--- src/rtl/qqspi_arbiter.sv ---
// rtl/qqspi_arbiter.sv - two-requester arbiter in front of a shared QSPI memory controller
// One transaction in flight at a time; the winner's request is latched and held until the controller completes.
module qqspi_arbiter #(
  parameter bit FIXED_PRIO = 1'b0
) (
  input  logic        clk,
  input  logic        resetn,
  input  logic        m0_valid,
  output logic        m0_ready,
  input  logic [22:0] m0_addr,
  input  logic [31:0] m0_wdata,
  input  logic [3:0]  m0_wstrb,
  output logic [31:0] m0_rdata,
  input  logic        m1_valid,
  output logic        m1_ready,
  input  logic [22:0] m1_addr,
  input  logic [31:0] m1_wdata,
  input  logic [3:0]  m1_wstrb,
  output logic [31:0] m1_rdata,
  output logic        s_valid,
  input  logic        s_ready,
  output logic [22:0] s_addr,
  output logic [31:0] s_wdata,
  output logic [3:0]  s_wstrb,
  input  logic [31:0] s_rdata,
  output logic [1:0]  grant,
  output logic        busy
);
  typedef enum logic [1:0] {IDLE = 2'b00, ISSUE = 2'b01, DRAIN = 2'b10} state_t;

  state_t      state_q, state_d;
  logic        s_valid_q, s_valid_d;
  logic [22:0] s_addr_q, s_addr_d;
  logic [31:0] s_wdata_q, s_wdata_d;
  logic [3:0]  s_wstrb_q, s_wstrb_d;
  logic [1:0]  grant_q, grant_d;
  logic        busy_q, busy_d;
  logic        last_q, last_d;
  logic        m0_ready_q, m0_ready_d;
  logic        m1_ready_q, m1_ready_d;
  logic [31:0] m0_rdata_q, m0_rdata_d;
  logic [31:0] m1_rdata_q, m1_rdata_d;
  logic        pick_m1;

  // last_q=1 means m1 was served last, so m0 takes the next tie.
  assign pick_m1 = m1_valid && (!m0_valid || (!FIXED_PRIO && !last_q));

  always_comb begin
    state_d    = state_q;
    s_valid_d  = s_valid_q;
    s_addr_d   = s_addr_q;
    s_wdata_d  = s_wdata_q;
    s_wstrb_d  = s_wstrb_q;
    grant_d    = grant_q;
    last_d     = last_q;
    m0_ready_d = 1'b0;
    m1_ready_d = 1'b0;
    m0_rdata_d = m0_rdata_q;
    m1_rdata_d = m1_rdata_q;
    case (state_q)
      IDLE: begin
        if (m0_valid || m1_valid) begin
          state_d   = ISSUE;
          s_valid_d = 1'b1;
          grant_d   = pick_m1 ? 2'b10 : 2'b01;
          s_addr_d  = pick_m1 ? m1_addr : m0_addr;
          s_wdata_d = pick_m1 ? m1_wdata : m0_wdata;
          s_wstrb_d = pick_m1 ? m1_wstrb : m0_wstrb;
        end
      end
      ISSUE: begin
        if (s_ready) begin
          state_d   = DRAIN;
          s_valid_d = 1'b0;
          if (grant_q[1]) begin
            m1_ready_d = 1'b1;
            m1_rdata_d = s_rdata;
          end else begin
            m0_ready_d = 1'b1;
            m0_rdata_d = s_rdata;
          end
        end
      end
      DRAIN: begin
        // The controller keeps s_ready high until it sees s_valid low; never reissue before it lets go.
        if (!s_ready) begin
          state_d = IDLE;
          grant_d = 2'b00;
          last_d  = grant_q[1];
        end
      end
      default: begin
        state_d   = IDLE;
        s_valid_d = 1'b0;
        grant_d   = 2'b00;
      end
    endcase
    busy_d = (state_d != IDLE);
  end

  always_ff @(posedge clk or negedge resetn) begin
    if (!resetn) begin
      state_q    <= IDLE;
      s_valid_q  <= 1'b0;
      s_addr_q   <= '0;
      s_wdata_q  <= '0;
      s_wstrb_q  <= '0;
      grant_q    <= 2'b00;
      busy_q     <= 1'b0;
      last_q     <= 1'b1;
      m0_ready_q <= 1'b0;
      m1_ready_q <= 1'b0;
      m0_rdata_q <= '0;
      m1_rdata_q <= '0;
    end else begin
      state_q    <= state_d;
      s_valid_q  <= s_valid_d;
      s_addr_q   <= s_addr_d;
      s_wdata_q  <= s_wdata_d;
      s_wstrb_q  <= s_wstrb_d;
      grant_q    <= grant_d;
      busy_q     <= busy_d;
      last_q     <= last_d;
      m0_ready_q <= m0_ready_d;
      m1_ready_q <= m1_ready_d;
      m0_rdata_q <= m0_rdata_d;
      m1_rdata_q <= m1_rdata_d;
    end
  end

  assign s_valid  = s_valid_q;
  assign s_addr   = s_addr_q;
  assign s_wdata  = s_wdata_q;
  assign s_wstrb  = s_wstrb_q;
  assign grant    = grant_q;
  assign busy     = busy_q;
  assign m0_ready = m0_ready_q;
  assign m1_ready = m1_ready_q;
  assign m0_rdata = m0_rdata_q;
  assign m1_rdata = m1_rdata_q;
endmodule
--- config.mk ---
export PLATFORM = sky130hd
export DESIGN_NAME = qqspi_arbiter
export DESIGN_NICKNAME = d
export VERILOG_FILES = /design/src/rtl/qqspi_arbiter.sv
export SDC_FILE = /design/constraint.sdc
export NUM_CORES = 1
export LEC_CHECK = 0
export BUFFER_PORTS_ARGS = -buffer_cell sky130_fd_sc_hd__buf_2
export CORE_MARGIN = 10
export CORE_UTILIZATION = 41
export CTS_CLUSTER_SIZE = 12
export DETAILED_ROUTE_END_ITERATION = 10
export PLACE_DENSITY = 0.78
export REMOVE_ABC_BUFFERS = 1
export SLEW_MARGIN = 15
export SYNTH_ARGS = -nofsm -noshare
export SYNTH_HDL_FRONTEND = slang
export SYNTH_SLANG_ARGS = --single-unit
export TNS_END_PERCENT = 20
--- constraint.sdc ---
create_clock -name clk -period 1.5 [get_ports clk]
set_input_delay 0 -clock clk [delete_from_list [all_inputs] [get_ports clk]]
set_output_delay 0 -clock clk [all_outputs]
set_load 0.005 [all_outputs]
==> results of run 1 <==
==> sequential cells by signal, summed over array words and instances (netlist names) <==
| name | cells |
|---|---|
| s_valid | 1 |
| s_wdata | 32 |
| grant | 2 |
| m1_rdata | 32 |
| m1_ready | 1 |
| m0_rdata | 32 |
| busy | 1 |
| state_q | 2 |
| last_q | 1 |
| s_wstrb | 4 |
| m0_ready | 1 |
| s_addr | 23 |
==> Yosys cell counts <==
library cell,count
clkbuf_1,9
nand2b_1,3
a21bo_2,1
a22oi_1,1
nand2_1,3
a2bb2o_1,1
mux2_2,65
dfrtp_1,131
buf_6,4
and2_1,1
nor2_1,1
o21ai_0,2
dfstp_2,1
a22o_1,1
mux2i_1,59
buf_2,20
or2_0,1
inv_1,2
o211ai_1,1
a21oi_1,119
nor3_4,1
nor2_2,1
nand4b_1,1
==> worst min path at each step <==
stage	slack, ns	cells after the start	end	startpoint
floorplan	-0.30	0	busy$_DFF_PN0_	resetn
global route	0.04	2	s_wstrb[1]$_DFFE_PN0P_	resetn
CTS	0.002	4	s_valid$_DFFE_PN0P_	m0_valid
finish	0.03	2	s_wstrb[1]$_DFFE_PN0P_	resetn
detailed placement	-0.08	1	s_addr[4]$_DFFE_PN0P_	resetn
global placement	-0.08	1	s_addr[4]$_DFFE_PN0P_	resetn
==> layer usage <==
metal  wire length [um]  vias to the layer above
met5                  0                        -
met2              12000                      553
met3               3410                      124
met4               1380                        0
met1               8810                     2861
li1                   -                     2445
==> kinds of logic (layout without fill, tap and decap cells) <==
logic type	after synthesis	after routing	share of synthesized area [%]
AND/OR/NAND/NOR	12	12	1.40
other	0	3	0
multiplexers	124	124	23.9
buffers and inverters	35	496	3.36
flip-flops	132	132	59.6
AO/OA/AOI/OAI	126	126	11.7
==> power by group <==
part	internal, mW	total (mW)	switching (mW)	leakage [nW]
combinational	3.80	7.59	3.79	2.84
clock	2.25	3.82	1.57	0.264
sequential	5.35	6.46	1.11	1.52
==> stage by stage <==
step | hold WS (ns) | cells | instance area (um2) | setup TNS, ns
4_1_cts | 0.00230 | 1060 | 9350 | -0.0383
2_1_floorplan | -0.296 | 396 | 5360 | -138.94
3_5_place_dp | -0.0775 | 872 | 7230 | 0
5_1_grt | 0.0438 | 1067 | 9560 | -1.28
3_3_place_gp | -0.0825 | 872 | 7230 | 0
6_report | 0.0331 | 1069 | 9570 | -0.0841
==> cell type report <==
cell class / instances / area, um2 / share of cell area [%]
flip-flops and latches: 132 / 3310 / 34.5
inverters: 2 / 7.51 / 0.0785
clock inverters: 15 / 118 / 1.23
clock buffers: 17 / 425 / 4.45
diodes: 3 / 7.51 / 0.0785
well taps: 176 / 220 / 2.30
multi-input cells: 262 / 2130 / 22.2
repair buffers: 462 / 3360 / 35.1
==> worst reg2reg max path, stage by stage (launching register included) <==
cell and delay [ns]:
dfstp_2 0.54, a21bo_4 0.24, buf_4 0.23, mux2i_1 0.30, a21oi_1 0.12
==> timing repair <==
action,in CTS,in global routing
pin swaps,1,4
setup buffers,2,2
cloned,1,5
gates resized for setup,3,23
hold buffers,153,0
hold endpoints to repair,258,0
setup endpoints to repair,3,52
==> summary.txt, run 1 <==
Synth
  – Mapped Cells: ~430
  – YS warnings: 0
  – Largest cells by area after synthesis: dfrtp_1 (59%), mux2_2 (13%), a21oi_1 (11%)
  – Synth unique cells: 23
  – Sequential share of the synthesized area: 59.6%
  – Post-Syn Area per Cell: roughly 13 um2
  – Yosys top cell by area: dfrtp_1
  – Area share of the largest cell type after synthesis: between 50% and 60%
  – Netlist Area Pre-Place: 5540 um2
  – Yosys reg bits: 132

Clock network
  – TritonCTS Sinks: about 130
  – Root Buffer: clkbuf_16
  – Worst skew pair latency: about 0.42 ns
  – Clock slew at reported path FFs: ~0.060 ns
  – CTS tree: built
  – Number of buffers created by CTS: 17
  – H-tree levels: 4
  – Bufs on Longest Clock Path: 2

GRT
  – Total grt overflow: 0
  – Initial antenna violation count: 1
  – First-pass GRT wire length: roughly 36000 um
  – Total track usage: approximately a quarter
  – Vias in the first global route: around 6300
  – Most used routing layer: met2
  – GR Layer Usage met3: 11.7%
  – Met1 Use GR: between 20% and 30%
  – Largest net degree at the start of global routing: 61
  – M2 GR Usage: 41.2%

Route
  – Routed len/inst: around 24 um
  – Routed Antenna Nets: 0
  – Router iterations before antenna repair: 7
  – Routed WL: 25600 um
  – Via count: 5983
  – Drt drc: 0
  – Via density: 5.60
  – Initial drt markers: between 600 and 700

Outcome
  – Status: finished, violations left
  – Violated checks: setup timing

Place
  – Placer Congestion: 0.939
  – Dpl ws: approximately 0.007 ns
  – DP Wirelength: ~14000 um
  – Buffers on Ports: around 280

Layout
  – Most common cell after layout, fill and taps aside: buf_2
  – Area Growth Syn to Fin: 72.7%
  – Fin nets: slightly above 1000
  – Layout fillers: between 800 and 900
  – Most frequent cells in the layout: buf_2 (282), dlygate4sd3_1 (153), dfrtp_1 (130), a21oi_1 (116), mux2_2 (63)
  – Fin util: 72.3%
  – Layout cell share with drive strength beyond 1: a little under half

Critical path
  – Worst R2R Start: last_q$_DFFE_PN1P_
  – Setup slack, reg-to-reg: -0.04 ns
  – RR Endpoint: s_wdata[9]$_DFFE_PN0P_
  – CP endpoint kind: flop
  – FF-to-FF path depth: 4
  – Levels on crit path: 4
  – Crit-path slowest cell: dfstp_2
  – Crit-path max FO: 8
  – Setup crit start: last_q$_DFFE_PN1P_
  – CP required: between 1.5 and 2 ns
  – Critical Path Sink: s_wdata[9]$_DFFE_PN0P_
  – Worst Path Arrival: approximately 1.8 ns
  – Setup CP Type: flop to flop
  – Max incr delay on CP: about 0.54 ns
  – Worst Setup Start Kind: flop
  – Worst path top cell family by delay: flip-flops
  – Crit path cell chain: a21bo_4, buf_4, mux2i_1, a21oi_1
  – Buf+Inv Stages, Crit Path: 1

Floorplanning
  – Die H: ~140 um
  – Total I/O pin count: 284
  – Core ar.: 13200 um2
  – Die Footprint: between 15000 and 20000 um2
  – Initial Util: between 40% and 50%
  – Die width: about 140 um
  – Num rows: 42

Power and ir drop
  – Static leakage: ~4.6 nW
  – Worst IR Drop VDD: about 1.1 mV
  – Pwr dens: 1870 nW/um2
  – Overall Power: 17.9 mW

STA
  – Final Slew Violations: 0
  – Clk_skew: roughly 0.011 ns
  – Final setup violation count: 4
  – RSZ-0062 raised after global routing: true
  – Fin worst setup slack: -0.0391 ns
  – Final worst path period share: 103%
  – Hold Vio Cnt, Final: 0
  – Tightest Pin Transition: between 0.4 and 0.5 ns
  – Min Tclk post-route: 1.54 ns
  – Slew headroom: between 60 and 70%
  – Max Fclk: roughly 650 MHz

Hold path
  – Worst hold path type: input port to async pin

Flow run
  – Max_cap viols: 0
Power figures use the tool's default switching activity.
==> run 2, diff against run 1 <==
BUFFER_PORTS_ARGS = -buffer_cell sky130_fd_sc_hd__buf_4   (was -buffer_cell sky130_fd_sc_hd__buf_2)
SLEW_MARGIN = 20   (was 15)
==> summary.txt, run 2 (synthesis results as in run 1) <==
Floorplanning
  – Die width: 136 um (unchanged)
  – Core ar.: 13200 um2 (unchanged)
  – Num rows: 42 (unchanged)
  – Die H: 136 um (unchanged)
  – Die Footprint: 18600 um2 (unchanged)
  – Initial Util: 41.8% (unchanged)
  – Total I/O pin count: 284 (unchanged)

Hold path
  – Worst hold path type: input port to async pin

Flow run
  – Max_cap viols: 0 (unchanged)

Place
  – Dpl cell area: 7950 um2 (+10%)
  – Buffers on Ports: 283 (unchanged)
  – DP Wirelength: 14300 um (+5.0%)
  – Placer Congestion: 0.894 (-4.8%)
  – Placed insts: 874 (+0.23%)

STA
  – Final Slew Violations: 0 (unchanged)
  – Max Fclk: 672 MHz (+3.4%)
  – Hold Vio Cnt, Final: 0 (unchanged)
  – Clk_skew: 0.00790 ns (-0.00288 ns)
  – Final setup violation count: 0 (-4)
  – Tightest Pin Transition: 0.486 ns (+0.0115 ns)
  – Min Tclk post-route: 1.49 ns (-0.0505 ns)
  – Slew headroom: 67.6% (-0.77 points)
  – Final worst path period share: 99.2% (-3.4 points)
  – RSZ-0062 raised after global routing: true
  – Setup TNS: 0 ns (+0.0841 ns)

GRT
  – Total track usage: 26.1% (+0.49 points)
  – Initial antenna violation count: 4 (+3)
  – Largest net degree at the start of global routing: 61 (unchanged)
  – Vias in the first global route: 6329 (+0.22%)
  – First-pass GRT wire length: 37400 um (+2.7%)
  – Total grt overflow: 0 (unchanged)

Route
  – Initial drt markers: 533 (-22%)
  – Routed Antenna Nets: 0 (unchanged)
  – Router iterations before antenna repair: 7 (unchanged)
  – Routed WL: 25600 um (about the same)
  – Routed len/inst: 23.8 um (-0.56%)
  – Via density: 5.46 (-2.4%)
  – Drt drc: 0 (unchanged)
  – Via count: 5866 (-2.0%)

Clock network
  – Bufs on Longest Clock Path: 2 (unchanged)
  – H-tree levels: 4 (unchanged)
  – Root Buffer: clkbuf_16
  – Clock slew at reported path FFs: 0.06 ns (about the same)
  – TritonCTS Sinks: 132 (unchanged)
  – Worst skew pair latency: 0.42 ns (about the same)
  – CTS tree: built
  – Number of buffers created by CTS: 17 (unchanged)

Power and ir drop
  – Worst IR Drop VDD: 1.21 mV (+5.9%)
  – Pwr dens: 1860 nW/um2 (-0.32%)
  – Static leakage: 4.91 nW (+6.0%)

Critical path
  – CP required: 1.78 ns (about the same)
  – Crit path cell chain: a21bo_4, buf_4, mux2i_2, a21oi_1
  – Worst Setup Start Kind: flop
  – Crit-path max FO: 5 (-3)
  – Levels on crit path: 4 (unchanged)
  – CP endpoint kind: flop
  – Worst Path Arrival: 1.76 ns (-0.07 ns)
  – Setup CP Type: flop to flop
  – Setup crit start: last_q$_DFFE_PN1P_
  – Worst R2R Start: last_q$_DFFE_PN1P_
  – Buf+Inv Stages, Crit Path: 1 (unchanged)
  – Worst path top cell family by delay: flip-flops
  – Max incr delay on CP: 0.57 ns (+0.03 ns)
  – FF-to-FF path depth: 4 (unchanged)
  – Crit-path slowest cell: dfstp_2

Layout
  – Area Growth Syn to Fin: 85.6%
  – Fin nets: 1034 (+0.19%)
  – Most common cell after layout, fill and taps aside: buf_4
  – Layout fillers: 727 (-9.5%)
  – Most frequent cells in the layout: buf_4 (294), dlygate4sd3_1 (154), dfrtp_1 (130), a21oi_1 (119), mux2_2 (65)
  – Layout cell share with drive strength beyond 1: 46.5% (-1.5 points)
  – Finished layout cell area: 10300 um2 (+7.4%)
  – Finished Layout Cells: 1074 (+0.47%)

Outcome
  – Status: finished clean
run 2: cell types whose count changed in the layout (fill, tap and decap cells not counted), moves of 2 or more:
cell | before | now
buf_4 | 8 | 294
clkinv_2 | 8 | 5
diode_2 | 3 | 6
a21oi_1 | 116 | 119
buf_2 | 282 | 0
mux2i_2 | 10 | 1
bufinv_16 | 1 | 3
buf_8 | 2 | 0
a21oi_2 | 3 | 0
mux2_2 | 63 | 65
buf_12 | 9 | 7
mux2i_1 | 49 | 58
mux2_4 | 2 | 0
run 2: final timing paths:
path | slack, ns | end
max | 0.01 | s_addr[11]$_DFFE_PN0P_
max reg2reg | 0.01 | s_addr[11]$_DFFE_PN0P_
min reg2reg | 0.50 | s_valid$_DFFE_PN0P_
max in group asynchronous | 0.78 | s_addr[17]$_DFFE_PN0P_
min | 0.08 | grant[0]$_DFFE_PN0P_
min in group clk | 0.37 | m1_rdata[1]$_DFFE_PN0P_
run 2: cell type report:
cell class / count / area, um2 / area share (%)
Inverter: 2 / 7.51 / 0.0730
Tap cell: 176 / 220 / 2.14
Multi-Input combinational cell: 263 / 2090 / 20.3
Antenna cell: 6 / 15.0 / 0.146
Clock buffer: 18 / 429 / 4.17
Timing Repair Buffer: 463 / 4050 / 39.4
Sequential cell: 132 / 3310 / 32.2
Clock inverter: 14 / 163 / 1.58
run 2: stage by stage:
stage / power (mW) / setup WS, ns / hold WS (ns) / utilization (%)
after global routing: 20.0 / -0.00637 / 0.0979 / 77.6
after detailed placement: 13.7 / -0.00920 / -0.0506 / 60.0
final: 19.1 / 0.0113 / 0.0792 / 77.6
after CTS: 18.4 / -0.00594 / 0.0873 / 76.5
after global placement: 13.4 / 0.0695 / -0.0642 / 60.0
after floorplan: 9.13 / -1.71 / -0.296 / -
run 2: layer usage:
layer  vias to the layer above  global-route usage (%)  part of all wire (%)
met2                       452                    40.7                    47
li1                       2449                       -                     -
met4                         0                    11.4                   3.9
met1                      2887                    30.3                    37
met5                         -                       0                     0
met3                        78                    12.0                    13
run 2: report_power, final:
part / total [mW] / internal (mW) / switching [mW]
combinational: 8.37 / 4.63 / 3.73
sequential: 6.60 / 5.36 / 1.24
clock: 4.18 / 2.60 / 1.58
total: 19.1 / 12.6 / 6.56
run 2: repair_timing:
action / 4_1_cts / 5_1_grt
resized for setup: 3 / 6
hold endpoints to repair: 259 / 0
pin swaps: 1 / 3
endpoints found under the setup margin: 32 / 50
setup buffers: 2 / 0
gates cloned: 1 / 5
hold buffers: 154 / 0
